**config.mk**
```make
export PLATFORM = sky130hd
export DESIGN_NAME = fib_seq_ctrl
export DESIGN_NICKNAME = d
export VERILOG_FILES = /design/src/rtl/fib_seq_ctrl_pkg.sv /design/src/rtl/fib_seq_ctrl.sv
export SDC_FILE = /design/constraint.sdc
export NUM_CORES = 1
export LEC_CHECK = 0
export CAP_MARGIN = 20
export CORE_AREA = 2 2 39 41
export CTS_CLUSTER_DIAMETER = 60
export CTS_CLUSTER_SIZE = 14
export DETAILED_ROUTE_END_ITERATION = 12
export DIE_AREA = 0 0 41 43
export PLACE_DENSITY_LB_ADDON = 0.15
export SKIP_CTS_REPAIR_TIMING = 1
export SKIP_LAST_GASP = 1
export SLEW_MARGIN = 20
export SYNTH_ARGS = -nofsm -noshare
export SYNTH_HDL_FRONTEND = slang
export SYNTH_SLANG_ARGS = --single-unit
```
**constraint.sdc**
```tcl
create_clock -name clk -period 3.7 [get_ports clk]
set_clock_uncertainty 0.1 [all_clocks]
set_input_delay 0.74 -clock clk [delete_from_list [all_inputs] [get_ports clk]]
set_output_delay 0.74 -clock clk [all_outputs]
set_load 0.01 [all_outputs]
```
**src/rtl/fib_seq_ctrl_pkg.sv**
```systemverilog
// Shared definitions for the Fibonacci engine controller: state encodings,
// default widths and the Moore output decode table.
package fib_seq_ctrl_pkg;

  // Default width of the step counter and of the requested index n.
  localparam int CNT_W_DEF = 5;

  // Width of the A/B adder datapath driven by this controller.
  localparam int DP_W = 32;

  // 3-bit binary state encoding; 6 and 7 are unused and recover to IDLE.
  typedef enum logic [2:0] {
    ST_IDLE  = 3'd0,
    ST_INIT  = 3'd1,
    ST_CHECK = 3'd2,
    ST_STEP  = 3'd3,
    ST_DONE  = 3'd4,
    ST_ERR   = 3'd5
  } state_t;

  // Bundle of every controller output, decoded from state alone.
  typedef struct packed {
    logic cnt_up;
    logic cnt_clr;
    logic dp_init;
    logic dp_step;
    logic res_ld;
    logic ready;
    logic done;
    logic err;
  } ctrl_out_t;

  // Moore output table; unused encodings decode to all-zero outputs.
  function automatic ctrl_out_t decode_outputs(input state_t s);
    ctrl_out_t o;
    o = '0;
    case (s)
      ST_IDLE:  o.ready = 1'b1;
      ST_INIT: begin
        o.cnt_clr = 1'b1;
        o.dp_init = 1'b1;
      end
      ST_CHECK: o = '0;
      ST_STEP: begin
        o.cnt_up  = 1'b1;
        o.dp_step = 1'b1;
      end
      ST_DONE: begin
        o.done   = 1'b1;
        o.res_ld = 1'b1;
      end
      ST_ERR: begin
        o.done = 1'b1;
        o.err  = 1'b1;
      end
      default:  o = '0;
    endcase
    return o;
  endfunction

endpackage

```
**src/rtl/fib_seq_ctrl.sv**
```systemverilog
// Control FSM for the Fibonacci engine. Walks the step counter and the A/B
// datapath through compare/step iterations until the counter equals the
// latched n, then strobes the result load (or flags adder overflow).
//
// Handshake: start is a request sampled only while ready=1 (IDLE); it is
// accepted on the rising edge where start=1 and ready=1, n is captured on that
// same edge, and completion is signalled by a one-cycle done pulse (with err
// when the result was lost to overflow). Requests while busy are dropped.
module fib_seq_ctrl
  import fib_seq_ctrl_pkg::*;
#(
  parameter int CNT_W = CNT_W_DEF
) (
  input  logic             clk,
  input  logic             clr,
  input  logic             start,
  input  logic [CNT_W-1:0] n,
  input  logic             abort,
  input  logic [CNT_W-1:0] cnt_val,
  input  logic             ovf,
  output logic             cnt_up,
  output logic             cnt_clr,
  output logic             dp_init,
  output logic             dp_step,
  output logic             res_ld,
  output logic             ready,
  output logic             done,
  output logic             err,
  output logic [2:0]       dbg_state
);

  state_t           state_q, state_d;
  logic [CNT_W-1:0] n_q, n_d;
  ctrl_out_t        outs;
  logic             busy;

  // Abort only matters while a computation is in flight.
  assign busy = (state_q == ST_INIT) || (state_q == ST_CHECK) ||
                (state_q == ST_STEP);

  // State and latched-n registers; clr has top priority.
  always_ff @(posedge clk) begin
    if (clr) begin
      state_q <= ST_IDLE;
      n_q     <= '0;
    end else begin
      state_q <= state_d;
      n_q     <= n_d;
    end
  end

  // Next-state logic: abort overrides the normal walk through the iteration.
  always_comb begin
    state_d = state_q;
    n_d     = n_q;
    if (abort && busy) begin
      state_d = ST_IDLE;
    end else begin
      case (state_q)
        ST_IDLE: begin
          if (start) begin
            state_d = ST_INIT;
            n_d     = n;
          end
        end
        ST_INIT:  state_d = ST_CHECK;
        ST_CHECK: state_d = (cnt_val == n_q) ? ST_DONE : ST_STEP;
        ST_STEP:  state_d = ovf ? ST_ERR : ST_CHECK;
        ST_DONE:  state_d = ST_IDLE;
        ST_ERR:   state_d = ST_IDLE;
        default:  state_d = ST_IDLE;
      endcase
    end
  end

  // Output decode from state only.
  always_comb begin
    outs = decode_outputs(state_q);
  end

  assign cnt_up    = outs.cnt_up;
  assign cnt_clr   = outs.cnt_clr;
  assign dp_init   = outs.dp_init;
  assign dp_step   = outs.dp_step;
  assign res_ld    = outs.res_ld;
  assign ready     = outs.ready;
  assign done      = outs.done;
  assign err       = outs.err;
  assign dbg_state = state_q;

endmodule

```
Yosys cells after proc, flatten, opt, wreduce, memory -nomap -nowiden

Index checks and enable logic that the tools add are counted.

Multiplexer cells: 10
Bitwise operators: 1
Reduce and logical (&&, ||, !) cells: 7
Equal/unequal tests: 7

Operator list:

| kind                                                                  | count |
|---|---|
| 3-bit case mux with 4 select lines                                    | 1 |
| 3-bit 2-to-1 mux                                                      | 3 |
| 3-bit by 2-bit equality test with 1-bit output, second input constant | 2 |
| 3-bit equality test, second input constant                            | 2 |
| 5-bit equality test                                                   | 1 |
| 1-bit 2-to-1 mux                                                      | 5 |
| 2-bit OR reduction                                                    | 2 |
| 3-bit by 1-bit equality test with 1-bit output, second input constant | 1 |
| 3-bit logical NOT                                                     | 1 |
| 3-bit AND reduction                                                   | 1 |
| 1-bit logical OR                                                      | 2 |
| 2-bit 2-to-1 mux                                                      | 1 |
| 2-bit inequality test, second input constant                          | 1 |
| 1-bit logical AND                                                     | 1 |
| 1-bit NOT                                                             | 1 |

Output and inout port bits: 11
Flip-flop bits (word level): 8
Input bits: 15
Word-level logic and storage cells: 27

Longest topological paths before layout

Depth in word-level cells: 6
Mapped depth: 6
Depth with buffers taken out: 4

Worst setup path after synthesis

OpenSTA, ideal clock, no wires.

Path type: register to output
Start: register state_q[0], in the netlist dbg_state[0]
End: output dp_init
Arrival time: 1,110 ps
Path buffers: 2
Cell stages (with the launch flop): 5
Path slack: 1,750 ps
Required time: 2,860 ps
Path through: dfxtp_1 > buf_6 > or2b_1 > nor2_1 > buf_4

Cells in the longest elaborated chain, start to end: 2

Ends and longest elaborated chain:

| element                                        | line                   | RTL |
|---|---|---|
| from (decl)                                    | fib_seq_ctrl.sv:32     | `state_t state_q, state_d;` |
| from (signal assigned)                         | fib_seq_ctrl.sv:47     | `state_q <= state_d;` |
| 3-bit by 1-bit equality test with 1-bit output | fib_seq_ctrl_pkg.sv:37 | `case (s)` |
| 2-bit 2-to-1 mux                               | fib_seq_ctrl_pkg.sv:37 |  |
| to (decl)                                      | fib_seq_ctrl.sv:23     | `output logic dp_init,` |

No other way between the ends.

Worst setup path after layout

Ends and elaborated chain as after synthesis.

==> results.py <==
metrics = {
    "run_status": {
        "outcome": "completed",
    },
    "global_routing": {
        "grt_pass1_wl_um": 1366,
        "grt_pass1_vias": 350,
        "grt_overflow": 0,
        "antenna_found_initial": 0,
        "grt_use_total_pct": 11.82,
        "grt_max_degree": 12,
    },
    "timing": {
        "finalSetupTns_ns": 0,
        "slew_headroom_pct": 59.26,
        "finalCritPeriodShare_pct": 67.95,
        "rsz0062_at_grt": "no",
        "slew_violations": 0,
        "clock.fmax_mhz": 397.8,
        "worst_pin_slew_ns": 0.6035,
        "setup_violations": 0,
        "period_minus_slack_ns": 2.514,
        "hold_viol": 0,
    },
    "worst_setup_path": {
        "cp_top_family": "buffers and inverters",
        "endpoint_kind": "output pin",
        "worst-path-buf-inv": 1,
        "worstPathRequired_ns": 2.86,
        "worstPathArrival_ns": 1.67,
        "start_kind": "register",
        "worstPathCellList": "or2b_1 > nor2_1 > clkdlybuf4s50_1",
        "crit_fanout": 11,
        "slowest_stage": "clkdlybuf4s50_1",
        "max_stage_delay_ns": 0.55,
        "path_class": "register to output pin",
    },
    "route": {
        "first_pass_iters": 2,
        "vias": 420,
        "drt-initial-drc-count": 4,
        "routed_wirelength_um": 865,
        "remaining_drc_errors": 0,
        "vias_per_cell": 4.565,
        "avgRoutedWirePerCell_um": 9.402,
        "drtAntennaViolNets": 0,
    },
    "power": {
        "leakage_nw": 0.2816,
        "cellPowerDensity_mw_per_mm2": 349.8,
        "ir_worst_vdd_v": 0.0001653,
        "fin_total_pwr_mw": 0.2534,
    },
    "synth": {
        "synth.area.top_cells": "dfxtp_1 (34%), mux2i_1 (10%), nor2_1 (5.5%), xnor2_1 (5.5%), buf_4 (4.7%)",
        "postSynthAreaPerCell_um2": 8.994,
        "yosys.area.top_type": "dfxtp_1",
        "yosys_warnings": 0,
        "synth.distinct_cells": 22,
        "synth_fp_nets": 68,
        "synth.cell_area_um2": 476.7,
        "yosys.area.top_type_share_pct": 33.60,
        "ys_seq_area_share_pct": 33.60,
        "yosys_register_bits": 8,
        "syn_inst": 53,
    },
    "finish": {
        "drive_gt1_share_pct": 6.579,
        "fillers": 133,
        "n_antenna_cell": 0,
        "num-nets-final": 93,
        "post-route-util_pct": 52.35,
        "syn_to_final_growth_pct": 51.97,
    },
    "placed_design": {
        "gp_congestion": 0.6921,
        "hpwl_um": 715.4,
        "port_buffers": 25,
    },
    "cts": {
        "clock_path_buffers": 2,
        "path_clk_slew_ns": 0.05,
        "cts_tree": "built",
        "htree_levels": 1,
        "clk_latency_ns": 0.24,
        "cts_sinks": 8,
        "cts_buffers": 3,
        "root_buffer": "clkbuf_4",
    },
    "floorplanning": {
        "ios": 26,
        "die_x_um": 41,
        "dieArea_mm2": 0.001763,
        "coreArea_mm2": 0.001384,
        "initial_core_util_pct": 34.45,
        "die_y_um": 43,
        "fp-row-count": 14,
    },
    "run": {
        "cap_violations": 0,
    },
    "min_path": {
        "hold_path.class": "register to register",
    },
}
==> final cells by class <==
cell class	count	area [µm²]	share of cell area [%]
clock buffer	3	22.52	3.109
multi-input combinational	40	271.5	37.48
tap	16	20.02	2.763
sequential	8	160.2	22.11
timing repair buffer	25	250.2	34.54
==> registers in the layout, indices dropped and copies added, names as in the netlist <==
register   count
n_q            5
dbg_state      3
==> worst register-to-register path: cells and delay by family (launching register included) <==
kind	cells	cell delay [ns]
AO/OA/AOI/OAI	1	0.11
flip-flops	1	0.49
AND/OR/NAND/NOR	3	0.74
==> through the flow <==
stage	worst slack (ns)	hold WS (ns)	cell area, µm²	instances
finish	1.186	0.4113	724.4	92
global route	1.098	0.4494	724.4	92
CTS	1.160	0.4238	724.4	92
detailed placement	1.433	0.4112	701.9	89
global placement	1.463	0.3965	701.9	89
floorplan	1.750	0.3807	476.7	53
==> path summary, 6_finish.rpt <==
path	startpoint	slack (ns)	to	depth (start not counted)
min	n_q[0]	0.41	n_q[0]	2
max reg2reg	dbg_state[1]	2.20	dbg_state[2]	4
min reg2reg	n_q[0]	0.41	n_q[0]	2
max	dbg_state[0]	1.19	dp_init	3
==> synth_stat cells, drive strengths merged <==
cell,count
dfxtp,8
nand2,2
o21ai,2
or2b,1
or3b,1
nor2b,2
o31ai,1
buf,5
xor2,2
nand2b,1
xnor2,3
nor3b,1
nor3,1
and2,3
and2b,2
a21oi,2
o311ai,1
mux2i,5
nor2,7
nand3,2
o22ai,1
==> cell families (layout without fill, tap and decap cells) <==
group / Yosys count / in the layout / synth area share, %
DFF: 8 / 8 / 33.60
xor gates and xnor gates: 5 / 5 / 9.188
AOI/OAI and AO/OA: 7 / 7 / 8.926
and+or+nand+nor: 23 / 23 / 28.35
buffers and inverters: 5 / 28 / 9.448
muxes: 5 / 5 / 10.50
==> where the power goes <==
part	switching [mW]	internal (mW)
Sequential	0.0111	0.0949
Clock	0.0258	0.0369
Combinational	0.0319	0.0530
Total	0.0687	0.185
==> layer usage <==
| metal | GRT usage (%) | wire [µm] |
|---|---|---|
| met1 | 14.75 | 383 |
| met2 | 15.63 | 391 |
| met3 | 3.665 | 77 |
| met4 | 10.00 | 12 |
| met5 | 0 | 0 |
==> cell usage in the layout, fill, tap and decap left out <==
| cell | instances |
|---|---|
| o311ai_0 | 1 |
| nor2b_1 | 2 |
| nand2_1 | 2 |
| o31ai_1 | 1 |
| nor3b_2 | 1 |
| xor2_1 | 2 |
| clkbuf_4 | 3 |
| and2_1 | 3 |
| nand2b_1 | 1 |
| a21oi_1 | 2 |
| clkdlybuf4s50_1 | 25 |
| or2b_1 | 1 |
| dfxtp_1 | 8 |
| mux2i_1 | 5 |
| o22ai_1 | 1 |
| nand3_1 | 2 |
| nor2_1 | 7 |
| xnor2_1 | 3 |
| o21ai_0 | 2 |
| and2b_1 | 2 |
| nor3_2 | 1 |
| or3b_1 | 1 |
No activity file was read; power rests on OpenSTA's default activity.
